[src/rtl/rename_pkg.sv]
// Shared rename-side definitions: physical tag sizing, the reset mapping
// boundary and the reclaim FSM state encoding.
package rename_pkg;

    localparam int NUM_PHYS  = 128;
    localparam int ARCH_REGS = 32;
    localparam int TAG_W     = $clog2(NUM_PHYS) + 1;

    typedef logic [TAG_W-1:0] phys_tag_t;

    typedef enum logic {
        INIT = 1'b0,
        RUN  = 1'b1
    } state_t;

endpackage

[src/rtl/tag_pend_queue.sv]
// Two-in / one-out circular buffer of freed physical tags. The owner guarantees
// it never pushes past DEPTH entries and never pops when empty.
module tag_pend_queue
    import rename_pkg::*;
#(
    parameter  int DEPTH = 8,
    parameter  int TAG_W = rename_pkg::TAG_W,
    localparam int CNT_W = $clog2(DEPTH) + 1
) (
    input  logic             clk,
    input  logic             reset,
    input  logic [1:0]       i_push,
    input  logic [TAG_W-1:0] i_tag_0,
    input  logic [TAG_W-1:0] i_tag_1,
    input  logic             i_pop,
    output logic [CNT_W-1:0] o_count,
    output logic [TAG_W-1:0] o_head
);

    localparam int PTR_W = $clog2(DEPTH);

    logic [TAG_W-1:0] r_mem [DEPTH];
    logic [PTR_W-1:0] r_rd_ptr;
    logic [PTR_W-1:0] r_wr_ptr;
    logic [CNT_W-1:0] r_count;

    logic [PTR_W-1:0] w_wr_ptr_1;
    logic [CNT_W-1:0] w_n_in;

    // Slot 1 lands right behind slot 0 when both are pushed, else in slot 0's place.
    assign w_wr_ptr_1 = r_wr_ptr + PTR_W'(i_push[0]);
    assign w_n_in     = CNT_W'(i_push[0]) + CNT_W'(i_push[1]);

    always_ff @(posedge clk) begin
        if (i_push[0]) r_mem[r_wr_ptr]   <= i_tag_0;
        if (i_push[1]) r_mem[w_wr_ptr_1] <= i_tag_1;
    end

    always_ff @(posedge clk) begin
        if (reset) begin
            r_rd_ptr <= '0;
            r_wr_ptr <= '0;
            r_count  <= '0;
        end else begin
            r_wr_ptr <= r_wr_ptr + PTR_W'(w_n_in);
            if (i_pop) r_rd_ptr <= r_rd_ptr + PTR_W'(1);
            r_count  <= r_count + w_n_in - CNT_W'(i_pop);
        end
    end

    assign o_count = r_count;
    assign o_head  = r_mem[r_rd_ptr];

endmodule

[src/rtl/phys_tag_reclaim.sv]
// Write-side companion of the physical free list: seeds unmapped tags after
// reset, then buffers retired tags and streams them into tag_fifo under credit.
module phys_tag_reclaim
    import rename_pkg::*;
#(
    parameter  int NUM_PHYS   = rename_pkg::NUM_PHYS,
    parameter  int ARCH_REGS  = rename_pkg::ARCH_REGS,
    parameter  int PEND_DEPTH = 8,
    localparam int TAG_W      = $clog2(NUM_PHYS) + 1
) (
    input  logic             clk,
    input  logic             reset,
    input  logic [1:0]       i_retire_valid,
    input  logic [TAG_W-1:0] i_retire_tag_0,
    input  logic [TAG_W-1:0] i_retire_tag_1,
    output logic             o_retire_ready,
    input  logic [TAG_W-1:0] i_freespace,
    output logic             o_write_tag,
    output logic [TAG_W-1:0] o_write_tag_source,
    output logic             o_init_done,
    output logic             o_overflow_err
);

    localparam int CNT_W = $clog2(PEND_DEPTH) + 1;

    state_t           r_state;
    logic [TAG_W-1:0] r_seed;
    logic             r_write_tag;
    logic [TAG_W-1:0] r_write_src;
    logic             r_init_done;
    logic             r_overflow;
    logic             r_retire_ready;

    state_t           w_state_next;
    logic [TAG_W-1:0] w_seed_next;
    logic             w_write_next;
    logic [TAG_W-1:0] w_src_next;
    logic             w_init_done_next;
    logic             w_overflow_next;
    logic             w_ready_next;

    logic             w_credit;
    logic [1:0]       w_push;
    logic             w_pop;
    logic [CNT_W-1:0] w_count;
    logic [CNT_W-1:0] w_count_next;
    logic [TAG_W-1:0] w_head;

    // Credit discounts a write issued last edge that tag_fifo has not yet reflected.
    assign w_credit     = i_freespace > TAG_W'(r_write_tag);
    assign w_push       = i_retire_valid & {2{r_retire_ready}};
    assign w_pop        = (r_state == RUN) && (w_count != '0) && w_credit;
    assign w_count_next = w_count + CNT_W'(w_push[0]) + CNT_W'(w_push[1]) - CNT_W'(w_pop);

    tag_pend_queue #(
        .DEPTH (PEND_DEPTH),
        .TAG_W (TAG_W)
    ) u_pend_queue (
        .clk     (clk),
        .reset   (reset),
        .i_push  (w_push),
        .i_tag_0 (i_retire_tag_0),
        .i_tag_1 (i_retire_tag_1),
        .i_pop   (w_pop),
        .o_count (w_count),
        .o_head  (w_head)
    );

    always_comb begin
        w_state_next     = r_state;
        w_seed_next      = r_seed;
        w_write_next     = 1'b0;
        w_src_next       = r_write_src;
        w_init_done_next = r_init_done;
        w_overflow_next  = r_overflow | ((|i_retire_valid) & ~r_retire_ready);
        // Ready is withheld for the edge that leaves INIT so it rises one cycle after init_done.
        w_ready_next     = (r_state == RUN) && (w_count_next <= CNT_W'(PEND_DEPTH - 2));

        case (r_state)
            INIT: begin
                if (w_credit) begin
                    w_write_next = 1'b1;
                    w_src_next   = r_seed;
                    w_seed_next  = r_seed + TAG_W'(1);
                    if (r_seed == TAG_W'(NUM_PHYS - 1)) begin
                        w_state_next     = RUN;
                        w_init_done_next = 1'b1;
                    end
                end
            end
            RUN: begin
                if (w_pop) begin
                    w_write_next = 1'b1;
                    w_src_next   = w_head;
                end
            end
            default: w_state_next = INIT;
        endcase
    end

    always_ff @(posedge clk) begin
        if (reset) begin
            r_state        <= INIT;
            r_seed         <= TAG_W'(ARCH_REGS);
            r_write_tag    <= 1'b0;
            r_write_src    <= '0;
            r_init_done    <= 1'b0;
            r_overflow     <= 1'b0;
            r_retire_ready <= 1'b0;
        end else begin
            r_state        <= w_state_next;
            r_seed         <= w_seed_next;
            r_write_tag    <= w_write_next;
            r_write_src    <= w_src_next;
            r_init_done    <= w_init_done_next;
            r_overflow     <= w_overflow_next;
            r_retire_ready <= w_ready_next;
        end
    end

    assign o_retire_ready     = r_retire_ready;
    assign o_write_tag        = r_write_tag;
    assign o_write_tag_source = r_write_src;
    assign o_init_done        = r_init_done;
    assign o_overflow_err     = r_overflow;

endmodule
[config.mk]
export PLATFORM = sky130hd
export DESIGN_NAME = phys_tag_reclaim
export DESIGN_NICKNAME = d
export VERILOG_FILES = /design/src/rtl/rename_pkg.sv /design/src/rtl/tag_pend_queue.sv /design/src/rtl/phys_tag_reclaim.sv
export SDC_FILE = /design/constraint.sdc
export NUM_CORES = 1
export LEC_CHECK = 0
export ABC_AREA = 0
export BUFFER_PORTS_ARGS = -buffer_cell sky130_fd_sc_hd__buf_2
export CORE_ASPECT_RATIO = 0.5
export CORE_MARGIN = 3
export CORE_UTILIZATION = 43
export CTS_BUF_LIST = sky130_fd_sc_hd__clkbuf_2 sky130_fd_sc_hd__clkbuf_4 sky130_fd_sc_hd__clkbuf_8
export DETAILED_ROUTE_END_ITERATION = 10
export PLACE_DENSITY_LB_ADDON = 0.1
export SLEW_MARGIN = 20
export SYNTH_ARGS = -nofsm -noshare
export SYNTH_HDL_FRONTEND = slang
export SYNTH_SLANG_ARGS = --single-unit
[constraint.sdc]
create_clock -name clk -period 3.6 [get_ports clk]
set_input_delay 0.36 -clock clk [delete_from_list [all_inputs] [get_ports clk]]
set_output_delay 0.36 -clock clk [all_outputs]
set_load 0.005 [all_outputs]
After elaboration in Yosys (flattened, before gate mapping)
Memories as Yosys holds them, arrays and structs flattened. A register that Yosys moved wholly into a read port is not among the register bits.
Cells that the tools add are included.
{ "classes": {"magnitude_cmp": 2, "n_eq_ne": 3, "n_reduce_logical": 8, "bitwise": 5, "muxes": 15, "add_sub_neg": 10} }
{ "op_table": {"columns": ["op", "count"], "rows": [
  ["8-bit 2-to-1 mux", 2],
  ["8-bit case mux with 2 select lines", 1],
  ["1-bit 2-to-1 mux", 9],
  ["4-bit by 1-bit adder with 4-bit output", 2],
  ["8-bit by 1-bit adder with 8-bit output (second input constant)", 1],
  ["8-bit by 7-bit == test with 1-bit output (second input constant)", 1],
  ["8-bit by 1-bit greater-than comparator with 1-bit output", 1],
  ["4-bit by 1-bit subtractor with 4-bit output", 2],
  ["3-bit 2-to-1 mux", 2],
  ["4-bit adder", 1],
  ["4-bit by 3-bit <= comparator with 1-bit output (second input constant)", 1],
  ["2-bit AND reduction", 2],
  ["4-bit nonzero test", 1],
  ["3-bit by 1-bit adder with 3-bit output", 1],
  ["3-bit by 1-bit adder with 3-bit output (second input constant)", 1],
  ["3-bit adder", 1],
  ["1-bit logical AND", 3],
  ["3-bit AND reduction", 1],
  ["1-bit by 1-bit adder with 2-bit output", 1],
  ["2-bit bitwise AND", 1],
  ["2-bit by 1-bit inequality test with 1-bit output (second input constant)", 1],
  ["2-bit inequality test (second input constant)", 1],
  ["1-bit NOT", 2],
  ["1-bit case mux with 2 select lines", 1],
  ["other kinds (3)", 3]
]} }
{ "totals": {"ff_bits": 31, "ramBits": 64, "wordCells": 54, "input_bits": 28, "n_memories": 1, "out_inout_bits": 12} }
{ "mem_list": {"columns": ["memory", "words", "width", "rd", "rd_ports_with_merged_regs", "write_ports", "line_no", "source"], "rows": [
  ["u_pend_queue.r_mem", 8, 8, 1, 1, 2, "tag_pend_queue.sv:22", "logic [TAG_W-1:0] r_mem [DEPTH];"]
]} }

Logic depth before layout (Yosys ltp)
Gate-level depths: netlist of run 1.
{ "depth": {"depth_word": 6, "ltp_mapped": 12, "mapped_depth_nobuf": 12} }

Cells and area by module
A second synthesis of run 1 with hierarchy kept.
{ "hier_totals": {"cells_unflattened": 370, "hier_area_um2": 5053.6} }
{ "by_module_without_submodules": {"columns": ["mod", "n_inst", "area_each_um2", "seq_area_each_um2", "cells_each"], "rows": [
  ["tag_pend_queue", 1, 3916.3, 2182.1, 242],
  ["phys_tag_reclaim", 1, 1137.3, 420.4, 128]
]} }

Least setup slack after synthesis of run 1
OpenSTA, ideal clock, no wires.
{ "synth_path": {"path_type": "input-to-reg", "start": "input port i_freespace[6]", "end": "register r_retire_ready (netlist: o_retire_ready)", "setup_time_ns": 0.127, "n_path_buf": 0, "required_time_ns": 3.473, "path_stages": 10, "arrival_ns": 2.589, "setup_slack_ns": 0.884, "cell_sequence": "or4_4 -> nor3_2 -> nor2_1 -> xnor2_1 -> fa_1 -> inv_1 -> fa_1 -> inv_1 -> o311ai_0 -> nor3_1"} }
{ "synth_between": {"elab_chain_cells": 5} }
{ "synth_lines": {"columns": ["element", "line_no", "source"], "rows": [
  ["from (decl)", "phys_tag_reclaim.sv:17", "input logic [TAG_W-1:0] i_freespace,"],
  ["8-bit by 1-bit greater-than comparator with 1-bit output", "phys_tag_reclaim.sv:50", "assign w_credit = i_freespace > TAG_W'(r_write_tag);"],
  ["1-bit logical AND", "phys_tag_reclaim.sv:52", "assign w_pop = (r_state == RUN) && (w_count != '0) && w_credit;"],
  ["4-bit by 1-bit subtractor with 4-bit output", "phys_tag_reclaim.sv:53", "assign w_count_next = w_count + CNT_W'(w_push[0]) + CNT_W'(w_push[1]) - CNT_W'(w_pop);"],
  ["4-bit by 3-bit <= comparator with 1-bit output", "phys_tag_reclaim.sv:77", "w_ready_next = (r_state == RUN) && (w_count_next <= CNT_W'(PEND_DEPTH - 2));"],
  ["1-bit logical AND", "phys_tag_reclaim.sv:77", null],
  ["to (signal assigned)", "phys_tag_reclaim.sv:117", "r_retire_ready <= w_ready_next;"],
  ["to (decl)", "phys_tag_reclaim.sv:32", "logic r_retire_ready;"]
]} }
Every way passes these cells.
A chain may end at the register's enable or synchronous reset.

Worst setup path in the final report of run 1
{ "layout_path": {"start": "register u_pend_queue.r_count[2] (netlist: u_pend_queue.o_count[2])", "end": "register r_retire_ready (netlist: o_retire_ready)"} }
{ "layout_between": {"elab_chain_cells": 6, "word_cells_on_any_way": 8, "classes_between": "add/sub: 3; order compare: 1; reduce/logical: 4"} }
{ "layout_lines": {"columns": ["element", "line_no", "source"], "rows": [
  ["from (decl)", "tag_pend_queue.sv:25", "logic [CNT_W-1:0] r_count;"],
  ["from (signal assigned)", "tag_pend_queue.sv:47", "r_count <= r_count + w_n_in - CNT_W'(i_pop);"],
  ["parallel branches: the longest is 3 deep, another holds 4-bit by 1-bit adder with 4-bit output", null, null],
  ["4-bit by 1-bit subtractor with 4-bit output *", "phys_tag_reclaim.sv:53", null],
  ["4-bit by 3-bit <= comparator with 1-bit output *", "phys_tag_reclaim.sv:77", null],
  ["1-bit logical AND *", "phys_tag_reclaim.sv:77", null]
]} }
Mark *: on every way between the ends.

==> run_results.csv, run 1 <==
group,metric,value,unit
placed_design,dp_hpwl,8530,um
sta,whs,361,ps
cts,cts_sinks,98,
sta,finalSetupViolCount,0,
cts,htree_levels,3,
global_route,antenna_found_initial,0,
yosys,syn-num-nets,442,
routing,via_per_inst,5.66,
setup_path,path_max_fanout,14,
yosys,synth_most_common_cell,"mux2_2",
yosys,synthFlopType,"edfxtp_1",
placed_design,gp_congestion,0.859,
yosys,syn-cell-area,5070,um2
placed_design,portBuffers,39,
floorplanning,row_count,27,
global_route,grt-ovfl-total,0,
cts,clk_latency,350,ps
global_route,grt_usage,0.190,
cts,cts-resized-gates,0,
cts,ctsHoldBuffers,0,
yosys,yosysWarnings,0,
cts,cts_root_buf,"clkbuf_8",
cts,cts_buffer_depth,2,
floorplanning,die_x,160,um
worst_hold_path,hold_class,"in2reg",
routing,wl_per_cell,19.9,um
sta,finalSetupTns,0,ps
run,drv_cap,0,
cells_and_area,layout-drive-gt1-share,0.395,
yosys,syn_avg_cell_area,12.8,um2
setup_path,crit_top_cell,"inv_1",
sta,max_freq,347,MHz
floorplanning,io-pin-count,40,
sta,slew_headroom,0.291,
cells_and_area,synthToLayoutAreaGrowth,12.9,%
yosys,seq_area_frac_synth,0.514,
sta,fin_crit_sh,0.800,
setup_path,required,3840,ps
global_route,grt_pass1_vias,3467,
sta,rsz0062_at_grt,"no",
routing,drt_iter0_markers,218,
floorplanning,dieArea,13200,um2
cts,clk_pin_slew_worst_paths,90,ps
setup_path,crit_type,"reg2reg",
cells_and_area,final_nets,492,
yosys,ys_seq_elements,98,
yosys,async_reset_ff_frac,0,
cts,post_cts_buffers,0,
sta,period_needed,2880,ps
setup_path,end_kind,"flip-flop",
sta,hold_viol,0,
yosys,syn_inst,396,
yosys,synth_area_leaders,"edfxtp_1 (38%), mux2_2 (21%), dfxtp_1 (13%)",
routing,antenna_left,0,
setup_path,path_cells,"inv_1 > ha_1 > nor3b_1 > nand2b_1 > buf_4 > nor2_1 > xnor2_1 > fa_1 > inv_1 > fa_1 > inv_1 > o311ai_0 > nor3_1",
setup_path,path_buf_inv,4,
placed_design,dp_cells,594,
setup_path,cp_slowest_cell,"fa_1",
setup_path,worstPathArrival,3120,ps
setup_path,crit_family,"adder cells",
sta,skew,9.44,ps
floorplanning,die_h,82.8,um
routing,dr.pass1.iters,4,
yosys,yosysTopAreaCellShare,0.379,
cells_and_area,seqCellArea,2600,um2
cells_and_area,diodes,0,
routing,postRouteWirelength,12100,um
global_route,grt_max_degree,31,
cells_and_area,fin_cells,610,
floorplanning,start_util,0.450,
setup_path,max_stage_delay,480,ps
yosys,synth_enable_flop_cells,64,
sta,worst_pin_slew,1060,ps
cts,cts_tree,"done",
sta,drv_slew,0,
yosys,synthTopCellsByCount,"mux2_2 (94), edfxtp_1 (64), dfxtp_1 (34)",
floorplanning,core_area,11200,um2
run_status,status,"finished clean",
cells_and_area,multiInputGateArea,2350,um2
setup_path,worstSetupStartpointType,"flip-flop",
cells_and_area,fillCellCount,1019,
yosys,synth_top_cell_by_area,"edfxtp_1",
routing,vias,3454,
pwr,p_leak,2.03,nW
global_route,grt_pass1_wl,19000,um
routing,drc,0,
yosys,synth.distinct_cells,46,
cts,cts_made_buffers,9,
pwr,ir_drop,0.169,mV
pwr,power.density,364,nW/um2
path summary, 6_finish.rpt:
check,startpoint,endpoint,slack [ps],cells past startpoint
max,u_pend_queue.o_count[2]$_SDFF_PP0_,o_retire_ready$_SDFF_PP0_,720,13
min,i_retire_valid[1],o_overflow_err$_SDFF_PP0_,360,5
max reg2reg,u_pend_queue.o_count[2]$_SDFF_PP0_,o_retire_ready$_SDFF_PP0_,720,13
min reg2reg,o_overflow_err$_SDFF_PP0_,o_overflow_err$_SDFF_PP0_,480,2
cell families after synthesis:
| family | after synthesis | share of synthesized area |
|---|---|---|
| adders and majority gates | 18 | 0.0504 |
| xor gates and xnor gates | 8 | 0.0138 |
| DFF | 98 | 0.514 |
| AOI/OAI and AO/OA | 59 | 0.0820 |
| buffers and inverters | 31 | 0.0240 |
| and+or+nand+nor | 85 | 0.0965 |
| muxes | 97 | 0.220 |
state kept, by name, indices dropped and copies added, names as in the netlist, named ones only:
| name | count |
|---|---|
| o_retire_ready | 1 |
| o_init_done | 1 |
| o_overflow_err | 1 |
| o_write_tag | 1 |
| u_pend_queue.o_count | 4 |
| o_write_tag_source | 8 |
| r_state | 1 |
| u_pend_queue.r_mem | 64 |
| r_seed | 8 |
| u_pend_queue.r_rd_ptr | 3 |
| u_pend_queue.r_wr_ptr | 3 |
report_power, final:
group          internal (mW)  leakage [nW]  switching, mW  total (mW)
clock                  0.378         0.112          0.390       0.768
combinational         0.0495          1.07         0.0548       0.104
sequential              1.20         0.851        0.00793        1.21
layout by cell type, fill, tap and decap left out, drive strengths merged, types with 6 or more instances in the layout:
cell,instances
mux2,94
edfxtp,64
buf,51
dfxtp,34
inv,22
nor2,19
o22ai,16
ha,14
nand2,13
a21oi,13
clkbuf,10
nor3,10
nor4,9
a221o,8
or4,7
nand3,6
o31ai,6
cell type report:
type | count | area share
inverters | 19 | 0.0125
repair buffers | 51 | 0.0499
well taps | 159 | 0.0348
multi-input cells | 267 | 0.410
clock buffers | 10 | 0.0241
clock inverters | 6 | 0.0133
flip-flops and latches | 98 | 0.455
layer usage:
metal | vias up | global-route usage | part of all wire
met5 | - | 0 | 0
met4 | 0 | 0.0480 | 0.0092
met3 | 13 | 0.0448 | 0.056
met2 | 88 | 0.314 | 0.47
met1 | 1740 | 0.255 | 0.47
li1 | 1613 | - | -
tightest hold or removal path, delay by kind of cell:
family,cells,cell delay (ps)
buffers and inverters,1,90
and+or+nand+nor,4,230
per-stage QoR:
step / util / setup WS (ps) / instance area (um2) / total power, mW
global route: 0.508 / 422 / 5720 / 2.16
CTS: 0.508 / 707 / 5720 / 2.10
global placement: 0.489 / 735 / 5500 / 1.33
floorplan: - / 884 / 5070 / 1.29
finish: 0.508 / 720 / 5720 / 2.08
detailed placement: 0.489 / 635 / 5500 / 1.34
(Power assumes the default switching activity.)
==> run 2, diff against run 1 <==
clock period = 3 ns   (was 3.6 ns; I/O delays follow)
==> run_results.csv, run 2 (synthesis gave the netlist of run 1 again) <==
group,metric,value,unit
pwr,ir_drop,0.206,mV
routing,top_layer_used,"met4",
setup_path,cp_slowest_cell,"fa_1",
placed_design,placed_cell_area,5530,um2
setup_path,end_kind,"flip-flop",
routing,dr.pass1.iters,4,
routing,wl_met1,5740,um
routing,antenna_left,0,
cts,clk_latency,370,ps
sta,period_needed,2610,ps
setup_path,timing.rr.start,"u_pend_queue.o_count[2]$_SDFF_PP0_",
setup_path,max_stage_delay,480,ps
cts,cts-resized-gates,0,
sta,hold_viol,0,
worst_hold_path,hold_class,"in2reg",
cells_and_area,final_util,0.507,
floorplanning,die_x,160,um
cts,clk_pin_slew_worst_paths,90,ps
pwr,intPower,1.81,mW
cts,cts_root_buf,"clkbuf_8",
cts,ctsHoldBuffers,0,
sta,drv_slew,0,
cts,post_cts_buffers,0,
global_route,grt_pass1_wl,18800,um
cts,cts_buffer_depth,2,
cells_and_area,final_nets,495,
placed_design,pre_cts_slack,214,ps
cells_and_area,finalInstanceArea,5700,um2
sta,max_freq,383,MHz
routing,via_per_inst,5.62,
cells_and_area,layout-drive-gt1-share,0.397,
sta,fin_crit_sh,0.869,
floorplanning,core_area,11200,um2
pwr,switchingPower,542,uW
global_route,grt_max_degree,31,
routing,wl_met2,5650,um
routing,drc,0,
sta,slew_headroom,0.333,
cts,cts_made_buffers,9,
floorplanning,io-pin-count,40,
setup_path,crit_type,"reg2reg",
run,drv_cap,0,
global_route,grt_usage,0.190,
cts,cts_tree,"done",
routing,vias,3440,
routing,wl_per_cell,19.6,um
cts,cts_sinks,98,
pwr,clkPwrFrac,0.331,
pwr,total_power,2.35,mW
sta,rsz0062_at_grt,"no",
pwr,comb_power_share,0.053,
cells_and_area,mostFrequentLayoutCells,"mux2_2 (94), edfxtp_1 (64), buf_2 (39)",
placed_design,gp_congestion,0.862,
setup_path,path_max_fanout,3,
global_route,antenna_found_initial,0,
sta,worst_pin_slew,998,ps
pwr,power.share.switching,0.231,
pwr,seqPwrFrac,0.616,
floorplanning,dieArea,13200,um2
pwr,power.density,413,nW/um2
floorplanning,row_count,27,
setup_path,required,3260,ps
cts,htree_levels,3,
sta,worst_slack,392,ps
run_status,status,"finished clean",
floorplanning,die_h,82.8,um
sta,finalSetupTns,0,ps
routing,postRouteWirelength,12000,um
sta,finalSetupViolCount,0,
setup_path,path_buf_inv,3,
global_route,grt_pass1_vias,3281,
setup_path,path_cells,"inv_1 > ha_1 > nor3b_1 > nand2b_1 > nor2_1 > xnor2_1 > fa_1 > inv_1 > fa_1 > inv_1 > o311ai_0 > nor3_1",
setup_path,critPathLaunch,"u_pend_queue.o_count[2]$_SDFF_PP0_",
setup_path,crit_top_cell,"inv_1",
placed_design,dp_hpwl,8520,um
cells_and_area,final_common_cell,"mux2_2",
setup_path,worstSetupStartpointType,"flip-flop",
global_route,grt-ovfl-total,0,
pwr,p_leak,2.02,nW
cells_and_area,diodes,0,
routing,wl_met3,480,um
setup_path,crit_family,"adder cells",
setup_path,worstPathArrival,2870,ps
cells_and_area,largest_reg_flops,64,
placed_design,portBuffers,39,
floorplanning,start_util,0.450,
routing,drt_iter0_markers,196,
worst_hold_path,min-delay-start,"i_retire_valid[1]",
cells_and_area,largest_register,"u_pend_queue.r_mem",
cells_and_area,synthToLayoutAreaGrowth,12.5,%
sta,skew,10.8,ps
[run 2: worst paths after layout]
| check | endpoint | slack [ps] | cells past startpoint |
|---|---|---|---|
| setup / recovery | o_retire_ready$_SDFF_PP0_ | 390 | 12 |
| hold / removal | o_overflow_err$_SDFF_PP0_ | 270 | 5 |
| setup reg to reg | o_retire_ready$_SDFF_PP0_ | 390 | 12 |
| hold reg to reg | o_overflow_err$_SDFF_PP0_ | 470 | 2 |
[run 2: worst register-to-register path, cell delays in order (launching register included)]
cell and delay [ps]:
dfxtp_1 320, inv_1 100, ha_1 140, nor3b_1 320, nand2b_1 190, nor2_1 70
xnor2_1 180, fa_1 220, inv_1 60, fa_1 480, inv_1 30, o311ai_0 320
nor3_1 70
[run 2: stage by stage]
stage / instances / hold slack (ps)
after detailed placement: 597 / 455
after CTS: 612 / 268
after floorplan: 396 / 453
final: 612 / 270
after global routing: 612 / 312
after global placement: 597 / 445
[run 2: routing by layer]
metal	up-vias	global-route usage
met5	-	0
met4	0	0.0437
met3	10	0.0424
met2	67	0.316
met1	1738	0.258
li1	1625	-
[run 2: power by group through the flow]
stage               Clock, mW  Combinational [mW]  Sequential, mW
CTS                     0.799               0.125            1.45
detailed placement          0               0.123            1.48
floorplan                   0              0.0656            1.48
global placement            0               0.118            1.48
global route            0.851               0.138            1.45
finish                  0.779               0.124            1.45
[run 2: final cells by class]
type                            instances  area, um2
Fill cell                             997       5550
Inverter                               19       71.3
Clock inverter                          5       40.0
Tap cell                              159        199
Multi-Input combinational cell        267       2350
Clock buffer                           10        131
Timing Repair Buffer                   54        308
Sequential cell                        98       2600
==> run 3, diff against run 2 <==
ABC_AREA = 1   (was 0)
==> run_results.csv, run 3 <==
group,metric,value,unit
pwr,total_power,2.49,mW
global_route,grt_max_degree,34,
cells_and_area,diodes,0,
yosys,async_reset_ff_frac,0,
yosys,muxShareOfSynthArea,0,
pwr,ir_drop,0.186,mV
yosys,yosysWarnings,0,
sta,finalSetupViolCount,0,
setup_path,path_max_fanout,17,
sta,max_freq,402,MHz
floorplanning,die_h,86.2,um
yosys,yosysTopAreaCellShare,0.348,
floorplanning,core_area,12200,um2
worst_hold_path,hold_class,"in2reg",
sta,finalSetupTns,0,ps
cts,cts_tree,"done",
cts,clk_latency,380,ps
sta,period_needed,2490,ps
placed_design,dp_hpwl,9870,um
yosys,ys_seq_elements,98,
cts,ctsHoldBuffers,0,
yosys,synth_most_common_cell,"nand2_1",
setup_path,required,3010,ps
yosys,synth-adder-area-share,0.0462,
cells_and_area,layout-drive-gt1-share,0.137,
routing,dr.pass1.iters,5,
yosys,synthTopCellsByCount,"nand2_1 (208), inv_1 (98), o21ai_1 (69)",
cts,cts_made_buffers,9,
global_route,grt_pass1_vias,4090,
cells_and_area,final_common_cell,"nand2_1",
yosys,seq_area_frac_synth,0.471,
pwr,p_leak,2.77,nW
yosys,synth.distinct_cells,33,
yosys,yosys.area_share.simple,0.259,
sta,slew_headroom,0.426,
sta,rsz0062_at_grt,"no",
run_status,status,"finished clean",
setup_path,crit_top_cell,"ha_1",
setup_path,path_cells,"nand2_1 > inv_1 > ha_1 > ha_1 > xnor2_2 > inv_2 > nor2_4 > nand2_4 > o21ai_1",
sta,whs,262,ps
yosys,synth_compound_area_frac,0.102,
cts,cts_buffer_depth,2,
cts,cts_root_buf,"clkbuf_8",
yosys,synth_top_family_by_area,"simple AND/OR/NAND/NOR gates",
sta,worst_pin_slew,855,ps
setup_path,end_kind,"flip-flop",
setup_path,worstPathArrival,2500,ps
placed_design,portBuffers,39,
routing,vias,4419,
setup_path,worstSetupStartpointType,"flip-flop",
global_route,grt_pass1_wl,22500,um
setup_path,path_buf_inv,2,
routing,drt_iter0_markers,459,
yosys,syn_inst,700,
global_route,grt_usage,0.205,
routing,wl_per_cell,15.7,um
placed_design,gp_congestion,0.842,
cells_and_area,mostFrequentLayoutCells,"nand2_1 (208), inv_1 (98), o21ai_1 (70)",
floorplanning,die_x,166,um
floorplanning,io-pin-count,40,
cells_and_area,largest_register,"u_pend_queue.r_mem",
routing,antenna_left,0,
global_route,antenna_found_initial,0,
cts,cts-resized-gates,0,
cts,clk_pin_slew_worst_paths,100,ps
yosys,syn_avg_cell_area,7.90,um2
yosys,synth_enable_flop_cells,64,
sta,fin_crit_sh,0.830,
sta,drv_slew,0,
yosys,synth_top_cell_by_area,"edfxtp_1",
global_route,grt-ovfl-total,0,
cts,htree_levels,3,
cells_and_area,final_nets,770,
run,drv_cap,0,
floorplanning,start_util,0.453,
routing,postRouteWirelength,14000,um
cells_and_area,synthToLayoutAreaGrowth,8.17,%
cts,post_cts_buffers,0,
pwr,power.density,416,nW/um2
floorplanning,row_count,28,
routing,drc,0,
yosys,syn-num-nets,746,
floorplanning,dieArea,14300,um2
cells_and_area,largest_reg_flops,64,
setup_path,max_stage_delay,460,ps
setup_path,crit_type,"reg2reg",
setup_path,cp_slowest_cell,"o21ai_1",
yosys,syn-cell-area,5530,um2
routing,via_per_inst,4.94,
yosys,synthFlopType,"edfxtp_1",
yosys,synth_xor_area_frac,0.0109,
setup_path,crit_family,"simple AND/OR/NAND/NOR gates",
cts,cts_sinks,98,
yosys,synth_area_leaders,"edfxtp_1 (35%), nand2_1 (14%), dfxtp_1 (12%)",
sta,skew,11.7,ps
sta,hold_viol,0,
## run 3: changes by cell type in the layout (fill, tap and decap cells not counted), sizes merged, moves of 10 or more
cell,delta
nand2,+204
mux2,-94
inv,+92
o21ai,+76
nand3,+56
nor2,+23
o22ai,-15
nor3,-10
## run 3: worst paths after layout
path / slack (ps) / from / to / cells after the start
min reg2reg: 450 / o_init_done$_SDFFE_PP0P_ / o_init_done$_SDFFE_PP0P_ / 2
max: 510 / o_retire_ready$_SDFF_PP0_ / u_pend_queue.r_mem[1][4]$_DFFE_PP_ / 9
max reg2reg: 510 / o_retire_ready$_SDFF_PP0_ / u_pend_queue.r_mem[1][4]$_DFFE_PP_ / 9
min: 260 / i_retire_valid[1] / o_overflow_err$_SDFF_PP0_ / 5
## run 3: report_power, final
part           total, mW  switching, mW  internal [mW]
Clock              0.892          0.500          0.392
Sequential          1.45        0.00598           1.44
Combinational      0.147         0.0946         0.0525
Total               2.49          0.601           1.89
## run 3: tightest hold or removal path: stages
cell	delay [ps]
buf_2	90
nor2_1	30
nor2_1	80
nor2_1	40
nor2_1	70
## run 3: layout make-up
class | instances | area (um2)
repair buffers | 46 | 248
clock buffers | 9 | 124
flip-flops and latches | 98 | 2600
clock inverters | 7 | 76.3
fillers | 1217 | 6210
well taps | 165 | 206
multi-input cells | 459 | 2310
inverters | 110 | 413
## run 3: routing by layer
layer,up-vias,wire length [um],track usage
met4,0,225,0.0546
met2,163,5540,0.302
met3,15,1010,0.0410
li1,2282,-,-
met5,-,0,0
met1,1959,7230,0.309
## run 3: cells by family after synthesis
group,Yosys count
flip-flops,98
AND/OR/NAND/NOR,332
buffers and inverters,143
adder cells (fa/ha/maj),18
AO/OA/AOI/OAI,103
XOR/XNOR,6
## run 3: per-stage QoR
stage	worst slack (ps)	util	area [um2]	std cells
finish	510	0.490	5980	894
global route	344	0.490	5980	894
CTS	491	0.490	5980	894
detailed placement	438	0.474	5780	878
global placement	495	0.474	5780	878
floorplan	444	-	5530	700
